`src/rtl/axis_rx_pkg.sv`:
```
// Shared definitions for the RX ingress arbiter.
//   DATA_W_DEF / KEEP_W_DEF : default datapath widths
//   MAX_IN / PTR_W          : largest supported source count and its index width
//   arb_state_t             : arbiter FSM state encoding
//   rr_pick()               : round-robin search over a request vector
package axis_rx_pkg;

   localparam int DATA_W_DEF = 64;
   localparam int KEEP_W_DEF = DATA_W_DEF / 8;
   localparam int MAX_IN     = 8;
   localparam int PTR_W      = 3;

   typedef enum logic {
      IDLE = 1'b0,
      BUSY = 1'b1
   } arb_state_t;

   // First set bit of req[0..n-1] scanning ptr, ptr+1, ... modulo n.
   // Returns 0 when nothing is requesting; callers only use it with req != 0.
   function automatic logic [PTR_W-1:0] rr_pick(input logic [MAX_IN-1:0] req,
                                                input logic [PTR_W-1:0]  ptr,
                                                input int unsigned       n);
      logic [PTR_W-1:0] pick;
      logic [PTR_W-1:0] idx;
      logic             found;
      pick  = '0;
      found = 1'b0;
      for (int unsigned i = 0; i < MAX_IN; i++) begin
         idx = PTR_W'((32'(ptr) + i) % n);
         if (!found && (i < n) && req[idx]) begin
            pick  = idx;
            found = 1'b1;
         end
      end
      return pick;
   endfunction

endpackage

```
`src/rtl/axis_rx_arbiter_skid.sv`:
```
// Two-entry skid buffer for an AXI-Stream style boundary.
// Output register plus one overflow register; both data and ready are
// registered so no combinational path runs from m_ready back to s_ready.
//   aclk, aresetn  : clock, async active-low reset
//   s_data/s_valid : upstream beat;  s_ready : registered space-available
//   m_data/m_valid : registered downstream beat;  m_ready : downstream accept
module axis_skid_buf #(
   parameter int WIDTH = 8
) (
   input  logic             aclk,
   input  logic             aresetn,
   input  logic [WIDTH-1:0] s_data,
   input  logic             s_valid,
   output logic             s_ready,
   output logic [WIDTH-1:0] m_data,
   output logic             m_valid,
   input  logic             m_ready
);

   logic [WIDTH-1:0] skid_data_q, skid_data_d, out_data_d;
   logic             skid_valid_q, skid_valid_d, out_valid_d;
   logic             push;

   assign push = s_valid & s_ready;

   always_comb begin
      out_valid_d  = m_valid;
      out_data_d   = m_data;
      skid_valid_d = skid_valid_q;
      skid_data_d  = skid_data_q;
      if (skid_valid_q) begin
         // full: s_ready is low, so only the drain side can move
         if (m_ready) begin
            out_data_d   = skid_data_q;
            skid_valid_d = 1'b0;
         end
      end else if (!m_valid || m_ready) begin
         out_valid_d = push;
         if (push) out_data_d = s_data;
      end else if (push) begin
         skid_valid_d = 1'b1;
         skid_data_d  = s_data;
      end
   end

   always_ff @(posedge aclk or negedge aresetn) begin
      if (!aresetn) begin
         m_valid      <= 1'b0;
         m_data       <= '0;
         skid_valid_q <= 1'b0;
         skid_data_q  <= '0;
         s_ready      <= 1'b1;
      end else begin
         m_valid      <= out_valid_d;
         m_data       <= out_data_d;
         skid_valid_q <= skid_valid_d;
         skid_data_q  <= skid_data_d;
         s_ready      <= ~skid_valid_d;
      end
   end

endmodule

```
`src/rtl/axis_rx_arbiter.sv`:
```
// Packet-atomic round-robin merge of NUM_IN AXI-Stream sources onto one
// registered RX stream. One whole frame (through tlast) per grant.
//   aclk, aresetn                      : clock, async active-low reset
//   s_tdata/s_tkeep/s_tlast/s_tvalid   : packed ingress streams, source i at slice i
//   s_tready                           : ingress ready, only the granted bit can be high
//   m_tdata/m_tkeep/m_tlast/m_tid      : merged registered egress beat and its source index
//   m_tvalid/m_tready                  : egress handshake
//   cfg_en                             : per-source enable, sampled at arbitration only
//   frame_done                         : one-cycle pulse per source on tlast acceptance
//
// state | meaning
// IDLE  | no grant held; pick next requester round-robin from rr_ptr
// BUSY  | grant held; forward beats of the granted source until tlast
module axis_rx_arbiter
   import axis_rx_pkg::*;
#(
   parameter int NUM_IN = 4,
   parameter int DATA_W = DATA_W_DEF,
   parameter int KEEP_W = DATA_W / 8,
   parameter int ID_W   = $clog2(NUM_IN)
) (
   input  logic                     aclk,
   input  logic                     aresetn,
   input  logic [NUM_IN*DATA_W-1:0] s_tdata,
   input  logic [NUM_IN*KEEP_W-1:0] s_tkeep,
   input  logic [NUM_IN-1:0]        s_tlast,
   input  logic [NUM_IN-1:0]        s_tvalid,
   output logic [NUM_IN-1:0]        s_tready,
   output logic [DATA_W-1:0]        m_tdata,
   output logic [KEEP_W-1:0]        m_tkeep,
   output logic                     m_tlast,
   output logic [ID_W-1:0]          m_tid,
   output logic                     m_tvalid,
   input  logic                     m_tready,
   input  logic [NUM_IN-1:0]        cfg_en,
   output logic [NUM_IN-1:0]        frame_done
);

   localparam int PAY_W = DATA_W + KEEP_W + 1 + ID_W;

   arb_state_t        state_q, state_d;
   logic [ID_W-1:0]   grant_q, grant_d, rr_ptr_q, rr_ptr_d;
   logic [NUM_IN-1:0] frame_done_d;
   logic [NUM_IN-1:0] req;
   logic [MAX_IN-1:0] req_ext;
   logic              sel_valid, sel_last, skid_in_ready, accept;
   logic [DATA_W-1:0] sel_data;
   logic [KEEP_W-1:0] sel_keep;
   logic [PAY_W-1:0]  skid_out;

   assign req = s_tvalid & cfg_en;

   always_comb begin
      req_ext             = '0;
      req_ext[NUM_IN-1:0] = req;
   end

   always_comb begin
      sel_valid = 1'b0;
      sel_last  = 1'b0;
      sel_data  = '0;
      sel_keep  = '0;
      for (int i = 0; i < NUM_IN; i++) begin
         if (grant_q == ID_W'(i)) begin
            sel_valid = s_tvalid[i];
            sel_last  = s_tlast[i];
            sel_data  = s_tdata[i*DATA_W +: DATA_W];
            sel_keep  = s_tkeep[i*KEEP_W +: KEEP_W];
         end
      end
   end

   assign accept = (state_q == BUSY) & sel_valid & skid_in_ready;

   always_comb begin
      s_tready = '0;
      if (state_q == BUSY) s_tready[grant_q] = skid_in_ready;
   end

   always_comb begin
      state_d      = state_q;
      grant_d      = grant_q;
      rr_ptr_d     = rr_ptr_q;
      frame_done_d = '0;
      case (state_q)
         IDLE: begin
            if (|req) begin
               grant_d = ID_W'(rr_pick(req_ext, PTR_W'(rr_ptr_q), NUM_IN));
               state_d = BUSY;
            end
         end
         BUSY: begin
            // cfg_en is not consulted here: a disabled source still finishes its frame
            if (accept && sel_last) begin
               frame_done_d[grant_q] = 1'b1;
               rr_ptr_d = (grant_q == ID_W'(NUM_IN - 1)) ? '0 : grant_q + ID_W'(1);
               state_d  = IDLE;
            end
         end
         default: state_d = IDLE;
      endcase
   end

   always_ff @(posedge aclk or negedge aresetn) begin
      if (!aresetn) begin
         state_q    <= IDLE;
         grant_q    <= '0;
         rr_ptr_q   <= '0;
         frame_done <= '0;
      end else begin
         state_q    <= state_d;
         grant_q    <= grant_d;
         rr_ptr_q   <= rr_ptr_d;
         frame_done <= frame_done_d;
      end
   end

   axis_skid_buf #(.WIDTH(PAY_W)) u_skid (
      .aclk    (aclk),
      .aresetn (aresetn),
      .s_data  ({sel_last, grant_q, sel_keep, sel_data}),
      .s_valid (accept),
      .s_ready (skid_in_ready),
      .m_data  (skid_out),
      .m_valid (m_tvalid),
      .m_ready (m_tready)
   );

   assign {m_tlast, m_tid, m_tkeep, m_tdata} = skid_out;

endmodule

```
`config.mk`:
```
export PLATFORM = sky130hd
export DESIGN_NAME = axis_rx_arbiter
export DESIGN_NICKNAME = d
export VERILOG_FILES = /design/src/rtl/axis_rx_pkg.sv /design/src/rtl/axis_rx_arbiter_skid.sv /design/src/rtl/axis_rx_arbiter.sv
export SDC_FILE = /design/constraint.sdc
export NUM_CORES = 1
export LEC_CHECK = 0
export ABC_CLOCK_PERIOD_IN_PS = 2300
export CAP_MARGIN = 30
export CELL_PAD_IN_SITES_DETAIL_PLACEMENT = 1
export CELL_PAD_IN_SITES_GLOBAL_PLACEMENT = 2
export CORE_ASPECT_RATIO = 1.5
export CORE_UTILIZATION = 23
export CTS_BUF_LIST = sky130_fd_sc_hd__clkbuf_4 sky130_fd_sc_hd__clkbuf_8
export CTS_CLUSTER_SIZE = 10
export DETAILED_ROUTE_END_ITERATION = 16
export PLACE_DENSITY = 0.77
export SLEW_MARGIN = 40
export SYNTH_ARGS = -nofsm -noshare
export SYNTH_HDL_FRONTEND = slang
export SYNTH_SLANG_ARGS = --single-unit
```
`constraint.sdc`:
```
create_clock -name aclk -period 2.3 [get_ports aclk]
set_clock_uncertainty 0.15 [all_clocks]
set_input_delay 0.345 -clock aclk [delete_from_list [all_inputs] [get_ports aclk]]
set_output_delay 0.345 -clock aclk [all_outputs]
set_load 0.01 [all_outputs]
```
==> flow_summary.toml, run 1 <==
[finish]
seqCellArea_sq_mm = 0.00406
instances_no_fill = 2146
fillers = 4881
syn2layout_area_growth_pct = 65.4
fin_area_sq_mm = 0.0165
drive_gt1_share_pct = 16.5
nets = 1861
multi_input_area_sq_mm = 0.00556

[synthesis]
ys_ff_latch = 162
yosys-top-cells-count = "nand2_1 (226), dfrtp_1 (161), clkbuf_1 (79), a21oi_1 (76), inv_1 (76)"
synthTopCellsByArea = "dfrtp_1 (40%), nand2_1 (8.5%), mux2i_1 (7.2%), o22a_1 (6.5%), o211ai_1 (5.6%)"
ys.flop_type = "dfrtp_1"
synth_nets = 1451
post-synth-top-count-cell = "nand2_1"
avgSynthCellArea_sq_um = 8.70
synth_edf_count = 0
yosys_warnings = 0
syn_inst = 1144
async_flop_share_pct = 100
yosysTopAreaCellShare_pct = 40.5
synth_cell_type_count = 44
syn_area_sq_mm = 0.00996
yosysSeqAreaShare_pct = 40.7
yosysTopAreaCell = "dfrtp_1"

[power]
p_leak_nw = 6.36
power_switching_w = 0.0114
power_frac_clock_pct = 8.3
p_int_w = 0.0134
total_power_w = 0.0248
pwr-share-seq_pct = 22.3
power_density_mw_per_mm2 = 1510
power_switching_share_pct = 46.0
pwr-share-comb_pct = 69.4
worst_ir_drop_vdd_mv = 0.733

[global_route]
grt_pass1_vias = 11900
grt_overflow_total = 0
grt_antenna_before_repair = 9
grt.busiest_layer = "met2"
met2_usage_pct = 38.5
gr-usage-met1_pct = 22.8
gr-usage-met3_pct = 3.98
grt_usage_pct = 21.0
grt_pass1_wl_mm = 69.7
grt_max_degree = 65

[timing]
hold_viol = 0
rsz0062_at_grt = "true"
slew-limit-headroom_pct = 52.5
fin_ws_ns = -0.0994
finalSetupViolCount = 113
fin_crit_ns = 2.40
fmax_mhz = 417
tightestPinTransition_ns = 0.713
fin_tns_setup_ns = -4.96
maxSlewViolCount = 0
finalCritPeriodShare_pct = 104

[clocking]
insertion_delay_ns = 0.48
htree_levels = 4
cts_tree = "built"
cts_sinks = 162
numCtsBuffers = 17
root_buffer = "clkbuf_8"
clockBufferDepth = 2
clk_pin_slew_ns = 0.09

[job]
cap_violations = 0

[critical_path]
rr_startpoint = "grant_q[0]"
endpoint_kind = "register"
arrival_ns = 2.63
ff2ff_path_depth = 11
timing.rr.end = "u_skid.m_data[50]"
worstPathMaxFanout = 13
start_kind = "register"
critical_path_class = "reg2reg"
r2r_slack_ns = -0.1
cp.required_ns = 2.53

[placement]
placed_cells = 2063
place_ws_ns = -0.205
placed_cell_area_sq_mm = 0.0149
gp_congestion = 0.807
io_buffers = 386
dp_hpwl_mm = 32.9

[drt]
ant_nets = 0
drt_iter0_drc = 608
via_per_inst = 5.06
drc_errors = 0
vias = 10900
drt_wl_total_mm = 47.1
wl_per_cell_microns = 21.9
first_pass_iters = 6

[floorplanning]
initial_core_util_pct = 23.2
die_x_microns = 172
die_h_microns = 257
die_area_sq_mm = 0.0441
io_pins = 387
row_count = 93
coreArea_sq_mm = 0.0428

[min_path]
hold_path.class = "in2async"

[status]
run_status = "complete, but fails checks"
violations = "negative setup slack"
==> worst max-delay path by stage <==
| stage | from | endpoint | cells after the start |
|---|---|---|---|
| after floorplan | grant_q[1] | u_skid.skid_data_q[72] | 8 |
| after global placement | s_tvalid[1] | u_skid.m_data[60] | 6 |
| after detailed placement | s_tvalid[0] | u_skid.m_data[56] | 6 |
| after CTS | grant_q[1] | u_skid.skid_data_q[68] | 12 |
| after global routing | grant_q[0] | u_skid.m_data[50] | 11 |
| final | grant_q[0] | u_skid.m_data[50] | 11 |
==> cells by family (layout without fill, tap and decap cells) <==
group,count (synthesis),after routing,synth area share [%]
flip-flops,162,162,40.7
adder cells (fa/ha/maj),4,4,0.503
buffers and inverters,190,613,8.18
other,0,9,0
multiplexers,77,77,7.80
AO/OA/AOI/OAI,391,391,28.3
AND/OR/NAND/NOR,320,320,14.5
==> repair_timing <==
| action | CTS | global route |
|---|---|---|
| hold buffers | 1 | 0 |
| pin swaps | 7 | 19 |
| endpoints found under the setup margin | 154 | 162 |
| gates cloned | 6 | 5 |
| hold endpoints to repair | 54 | 0 |
| gates resized for setup | 81 | 73 |
| setup buffers | 25 | 13 |
==> through the flow <==
step | hold WS, ns | utilization, %
finish | 0.313 | 38.5
global placement | 0.245 | 34.9
floorplan | -0.101 | -
CTS | 0.301 | 37.4
global route | 0.334 | 38.5
detailed placement | 0.249 | 34.9
==> state kept, by name (all words and copies together), names as in the netlist <==
signal,flops
u_skid.m_data,75
u_skid.skid_data_q,75
frame_done,4
grant_q,2
rr_ptr_q,2
state_q,1
u_skid.m_valid,1
u_skid.s_ready,1
u_skid.skid_valid_q,1
==> layout by cell type (no fill, tap or decap), drive strengths merged, types with 2 or more instances in the layout <==
cell,netlist,routed
clkdlybuf4s50,0,381
nand2,226,226
dfrtp,161,161
buf,34,115
inv,77,77
a21oi,76,76
o211ai,74,74
o22a,74,74
a211oi,74,74
o22ai,73,73
nor4,73,73
mux2i,72,72
clkbuf,79,27
diode,0,9
and3,8,8
o21ai,5,5
clkinv,0,5
mux2,5,5
clkinvlp,0,4
ha,4,4
and2,3,3
nand3b,2,2
a21o,2,2
o311a,2,2
a32o,2,2
bufbuf,0,2
nor2b,2,2
nor2,2,2
o2111ai,2,2
==> metal layers <==
metal	routed length, microns	vias to the layer above
li1	-	5063
met1	18200	5439
met2	25200	288
met3	2130	77
met4	1560	2
met5	14	-
==> power by group through the flow <==
stage | registers, W | logic, W | clock network (W)
4_1_cts | 0.00550 | 0.0161 | 0.00214
3_3_place_gp | 0.00548 | 0.0143 | 0
5_1_grt | 0.00570 | 0.0186 | 0.00225
6_report | 0.00552 | 0.0172 | 0.00207
3_5_place_dp | 0.00553 | 0.0146 | 0
2_1_floorplan | 0.00554 | 0.00805 | 0
==> layout make-up <==
cell class                      count  area share [%]
Clock inverter                     10           0.517
Multi-Input combinational cell    792            33.8
Antenna cell                        9           0.137
Tap cell                          570            4.33
Sequential cell                   162            24.6
Timing Repair Buffer              504            33.1
Clock buffer                       22            1.72
Inverter                           77            1.75
==> critical path, stage by stage, from the launching register on <==
cell      delay (ns)
dfrtp_1         0.43
inv_2           0.12
buf_12          0.11
ha_4            0.16
nor2b_4         0.18
a211oi_4        0.06
buf_4           0.16
buf_6           0.12
or2_4           0.28
buf_12          0.16
buf_12          0.15
a211oi_2        0.22
(Power assumes the default switching activity.)
==> run 2, diff against run 1 <==
--- a/config.mk
+++ b/config.mk
@@ -5,16 +5,16 @@
 export SDC_FILE = /design/constraint.sdc
 export NUM_CORES = 1
 export LEC_CHECK = 0
-export ABC_CLOCK_PERIOD_IN_PS = 2300
+export ABC_CLOCK_PERIOD_IN_PS = 2880
 export CAP_MARGIN = 30
 export CELL_PAD_IN_SITES_DETAIL_PLACEMENT = 1
 export CELL_PAD_IN_SITES_GLOBAL_PLACEMENT = 2
 export CORE_ASPECT_RATIO = 1.5
-export CORE_UTILIZATION = 23
+export CORE_UTILIZATION = 28
 export CTS_BUF_LIST = sky130_fd_sc_hd__clkbuf_4 sky130_fd_sc_hd__clkbuf_8
 export CTS_CLUSTER_SIZE = 10
 export DETAILED_ROUTE_END_ITERATION = 16
-export PLACE_DENSITY = 0.77
+export PLACE_DENSITY = 0.88
 export SLEW_MARGIN = 40
 export SYNTH_ARGS = -nofsm -noshare
 export SYNTH_HDL_FRONTEND = slang
==> constraint.sdc (replaced) <==
create_clock -name aclk -period 2.88 [get_ports aclk]
set_clock_uncertainty 0.15 [all_clocks]
set_input_delay 0.432 -clock aclk [delete_from_list [all_inputs] [get_ports aclk]]
set_output_delay 0.432 -clock aclk [all_outputs]
set_load 0.01 [all_outputs]
==> run 2 against run 1 <==
  * Critical path type is now reg2out
  * Global-route usage grew 2.7 points
  * Core utilization grew 4.4 points
  * Clock-buffer cell count rose by 1
  * Via count decreased by 3.3%
  * Sequential share of layout area up 2.4 points
  * Die area is 18% lower
  * Critical endpoint is now s_tready[1]
  * Critical path depth down 6
  * Combinational power fell by 36%
  * The flow now finishes without violations
  * Register-to-register slack improved by 0.42 ns
  * Sequential power is 20% lower
==> flow_summary.toml, run 2 (synthesis gave the netlist of run 1 again) <==
[power]
worst_ir_drop_vdd_mv = 0.563
power_switching_w = 0.00802
power_frac_clock_pct = 11.5
pwr-share-comb_pct = 63.1
power_density_mw_per_mm2 = 1170
p_int_w = 0.00946
p_leak_nw = 5.77
power_switching_share_pct = 45.9
pwr-share-seq_pct = 25.4

[critical_path]
critical_path_class = "reg2out"
rr_startpoint = "grant_q[0]"
timing.rr.end = "u_skid.m_data[7]"
ff2ff_path_depth = 7
worstPathMaxFanout = 32
critical_path.slowest_cell = "clkdlybuf4s50_1"
endpoint_kind = "output port"
cpPeakStageDelay_ns = 0.53
start_kind = "register"
arrival_ns = 2.15
cp.required_ns = 2.30
path_cells = "inv_2, ha_4, buf_8, and3_1, clkdlybuf4s50_1"
path_buf_inv = 3
r2r_slack_ns = 0.32
cpLargestDelayFamily = "buffers and inverters"

[drt]
drt_iter0_drc = 435
drt_wl_total_mm = 42.8
via_per_inst = 5.34
vias = 10500
wl_per_cell_microns = 21.8
ant_nets = 0
first_pass_iters = 4
drc_errors = 0

[finish]
reg_top3 = "u_skid.m_data (75), u_skid.skid_data_q (75), frame_done (4)"
nets = 1782
final_cell_mix = "clkdlybuf4s50_1 (385), nand2_1 (224), dfrtp_1 (159)"
fin_area_sq_mm = 0.0150
multi_input_area_sq_mm = 0.00516
seqCellArea_sq_mm = 0.00406
layout_commonest_cell = "clkdlybuf4s50_1"
drive_gt1_share_pct = 6.72
syn2layout_area_growth_pct = 50.6
fillers = 4011

[placement]
gp_congestion = 0.824
placed_cell_area_sq_mm = 0.0144
dp_hpwl_mm = 30.9
io_buffers = 386

[timing]
fin_tns_setup_ns = 0
maxSlewViolCount = 0
finalSetupViolCount = 0
slew-limit-headroom_pct = 57.4
rsz0062_at_grt = "false"
finalCritPeriodShare_pct = 94.9
fmax_mhz = 366
tightestPinTransition_ns = 0.639
fin_crit_ns = 2.73
hold_viol = 0

[floorplanning]
die_h_microns = 233
die_x_microns = 156
io_pins = 387
initial_core_util_pct = 28.4
die_area_sq_mm = 0.0363
row_count = 84
coreArea_sq_mm = 0.0350

[global_route]
grt_max_degree = 67
grt_pass1_wl_mm = 65.4
grt_usage_pct = 23.8
grt_overflow_total = 0
grt_pass1_vias = 11300
grt_antenna_before_repair = 6

[min_path]
hold_start = "u_skid.skid_data_q[74]"
hold_depth = 1
hold_path_end = "u_skid.skid_data_q[74]"
hold_path.class = "reg2reg"

[clocking]
insertion_delay_ns = 0.46
clockBufferDepth = 2
root_buffer = "clkbuf_8"
clk_pin_slew_ns = 0.08
htree_levels = 4
cts_tree = "built"
cts_sinks = 162
post_cts_buffers = 0
numCtsBuffers = 17

[status]
run_status = "finished, final reports clean"

[job]
cap_violations = 0
[run 2: cell types whose count changed in the layout (fill, tap and decap cells not counted), moves of 12 or more]
cell	change
buf_8	-12
buf_12	-17
a211oi_2	-53
buf_6	-13
buf_4	-30
a211oi_1	+55
[run 2: worst max-delay path by stage]
stage                      from                endpoint  slack, ns  depth (start not counted)
floorplan            grant_q[1]  u_skid.skid_data_q[72]       0.70                          8
global placement    s_tvalid[1]          u_skid.s_ready       0.31                          7
detailed placement  s_tvalid[1]        u_skid.m_data[3]       0.23                          7
CTS                  grant_q[1]             s_tready[1]       0.02                          5
global route         grant_q[0]             s_tready[2]       0.02                          5
finish               grant_q[1]             s_tready[1]       0.15                          5
[run 2: per-layer routing]
metal  track usage, %  wire length, microns  part of all wire [%]
met1             26.3                 16700                    39
met2             43.9                 22900                    53
met3             3.46                  1560                   3.6
met4             11.2                  1670                   3.9
met5                0                     0                     0
[run 2: what timing repair did]
action | CTS | global route
cloned | 1 | 0
endpoints found under the hold margin | 53 | 0
endpoints found under the setup margin | 2 | 3
hold buffers | 1 | 0
resized for setup | 3 | 3
[run 2: area by class of cell]
class                   instances  share of cell area, %
multi-input cells             792                   34.4
repair buffers                425                   29.3
flip-flops and latches        162                   27.1
well taps                     473                   3.95
clock buffers                  23                   2.03
inverters                      77                   1.93
clock inverters                 9                   1.17
diodes                          6                  0.100
[run 2: metrics by stage]
step,util (%),power [W],instances,setup slack [ns],hold slack [ns]
floorplan,-,0.0109,1144,0.696,-0.0136
global placement,41.3,0.0151,1927,0.313,0.292
detailed placement,41.3,0.0155,1927,0.228,0.295
CTS,42.8,0.0177,1961,0.0216,0.346
global route,42.9,0.0188,1967,0.0216,0.370
finish,42.9,0.0175,1967,0.147,0.345
[run 2: power by group through the flow]
stage	combinational [W]	sequential, W	clock [W]
6_report	0.0110	0.00444	0.00201
5_1_grt	0.0121	0.00460	0.00215
4_1_cts	0.0112	0.00443	0.00206
3_5_place_dp	0.0110	0.00446	0
3_3_place_gp	0.0107	0.00439	0
2_1_floorplan	0.00643	0.00442	0
==> run 3, diff against run 2 <==
--- a/config.mk
+++ b/config.mk
@@ -14,7 +14,8 @@
 export CTS_BUF_LIST = sky130_fd_sc_hd__clkbuf_4 sky130_fd_sc_hd__clkbuf_8
 export CTS_CLUSTER_SIZE = 10
 export DETAILED_ROUTE_END_ITERATION = 16
-export PLACE_DENSITY = 0.88
+export PLACE_DENSITY = 0.89
+export REMOVE_ABC_BUFFERS = 1
 export SLEW_MARGIN = 40
 export SYNTH_ARGS = -nofsm -noshare
 export SYNTH_HDL_FRONTEND = slang
==> run 3 against run 2 <==
  * Maximum frequency down 1.7%
  * Critical path depth did not move
  * Cell area is 0.65% lower
  * Clock power shrank 3%
  * Sequential share of layout area increased by 0.17 points
  * Register-to-register slack got worse by 0.10 ns
  * Critical path type unchanged
  * Critical endpoint is now s_tready[0]
  * Largest cell class unchanged
==> flow_summary.toml, run 3 (synthesis gave the netlist of run 1 again) <==
[clocking]
insertion_delay_ns = 0.47
htree_levels = 4
cts_tree = "built"
post_cts_buffers = 0
clockBufferDepth = 2
clk_pin_slew_ns = 0.09
numCtsBuffers = 17
root_buffer = "clkbuf_8"
cts_sinks = 162

[drt]
vias = 10400
via_per_inst = 5.30
wl_per_cell_microns = 21.3
drc_errors = 0
drt_wl_total_mm = 41.8
first_pass_iters = 4
ant_nets = 0
drt_iter0_drc = 347

[global_route]
gr-usage-met1_pct = 26.2
grt_antenna_before_repair = 0
gr-usage-met3_pct = 4.36
grt_max_degree = 92
grt_overflow_total = 0
grt_pass1_wl_mm = 64.1
grt_pass1_vias = 11200
grt_usage_pct = 23.1
grt.busiest_layer = "met2"
met2_usage_pct = 41.8

[critical_path]
critical_path.slowest_cell = "clkdlybuf4s50_1"
arrival_ns = 2.20
worstPathMaxFanout = 19
cpLargestDelayFamily = "buffers and inverters"
path_cells = "inv_2, ha_4, buf_16, and3_1, clkdlybuf4s50_1"
critical_path_class = "reg2out"
start_kind = "register"
ff2ff_path_depth = 8
path_buf_inv = 3
cp.depth = 5
endpoint_kind = "output port"
cp.required_ns = 2.30
cpPeakStageDelay_ns = 0.53

[finish]
final_cell_mix = "clkdlybuf4s50_1 (385), nand2_1 (224), dfrtp_1 (160)"
layout_commonest_cell = "clkdlybuf4s50_1"
utilization_pct = 42.6
reg_top3 = "u_skid.m_data (75), u_skid.skid_data_q (75), frame_done (4)"
syn2layout_area_growth_pct = 49.7
drive_gt1_share_pct = 6.59
n_antenna_cell = 0
fillers = 4053
seqCellArea_sq_mm = 0.00406
nets = 1780
multi_input_area_sq_mm = 0.00516

[timing]
fin_ws_ns = 0.0999
rsz0062_at_grt = "false"
fmax_mhz = 360
hold_viol = 0
fin_crit_ns = 2.78
maxSlewViolCount = 0
finalCritPeriodShare_pct = 96.5
finalSetupViolCount = 0
slew-limit-headroom_pct = 58.3
hold_slack_ns = 0.351
tightestPinTransition_ns = 0.626

[power]
p_leak_nw = 5.73
worst_ir_drop_vdd_mv = 0.544
power_density_mw_per_mm2 = 1170

[floorplanning]
die_area_sq_mm = 0.0363
initial_core_util_pct = 28.4
coreArea_sq_mm = 0.0350
die_x_microns = 156
row_count = 84
io_pins = 387
die_h_microns = 233

[job]
cap_violations = 0

[min_path]
hold_path.class = "reg2reg"
hold_depth = 1

[placement]
io_buffers = 386
place_ws_ns = 0.0902
gp_congestion = 0.799
dp_hpwl_mm = 29.2

[status]
run_status = "finished, final reports clean"
==> run 3: metrics by stage <==
stage	TNS, ns	cell area [sq um]	std cells	power, W
after floorplan	-740.74	9430	1031	0.0106
after global placement	0	14400	1924	0.0149
after detailed placement	0	14400	1924	0.0153
after CTS	0	14900	1959	0.0176
after global routing	0	14900	1959	0.0187
final	0	14900	1959	0.0174
==> run 3: path summary, 6_finish.rpt <==
path | from | to | slack, ns
worst min-delay path | u_skid.skid_data_q[72] | u_skid.skid_data_q[72] | 0.35
worst min register to register | u_skid.skid_data_q[72] | u_skid.skid_data_q[72] | 0.35
min in group asynchronous | aresetn | u_skid.m_data[64] | 0.37
worst max register to register | grant_q[0] | u_skid.m_data[16] | 0.22
worst max-delay path | grant_q[0] | s_tready[0] | 0.1
max in group asynchronous | aresetn | u_skid.s_ready | 1.34
==> run 3: where the power goes <==
part,internal (W),total [W],leakage (nW),switching (W)
registers,0.00351,0.00442,1.86,0.000910
clock network,0.00107,0.00194,0.231,0.000875
logic,0.00478,0.0110,3.64,0.00624
total,0.00935,0.0174,5.73,0.00802
==> run 3: layout make-up <==
| type | instances | area share (%) |
|---|---|---|
| Multi-Input combinational cell | 792 | 34.6 |
| Timing Repair Buffer | 423 | 29.1 |
| Sequential cell | 162 | 27.2 |
| Tap cell | 473 | 3.97 |
| Clock buffer | 23 | 2.08 |
| Inverter | 77 | 1.94 |
| Clock inverter | 9 | 1.01 |
==> run 3: layer usage <==
layer  vias up  share of wire (%)
li1       4890                  -
met1      5164                 40
met2       264                 52
met3        69                4.4
met4         0                3.7
met5         -                  0
==> run 3: what timing repair did <==
action                     4_1_cts  5_1_grt
hold endpoints to repair        59        0
setup endpoints to repair        2        1
pin swaps                        0        0
hold buffers                     1        0
gates cloned                     2        0
gates resized for setup          3        1
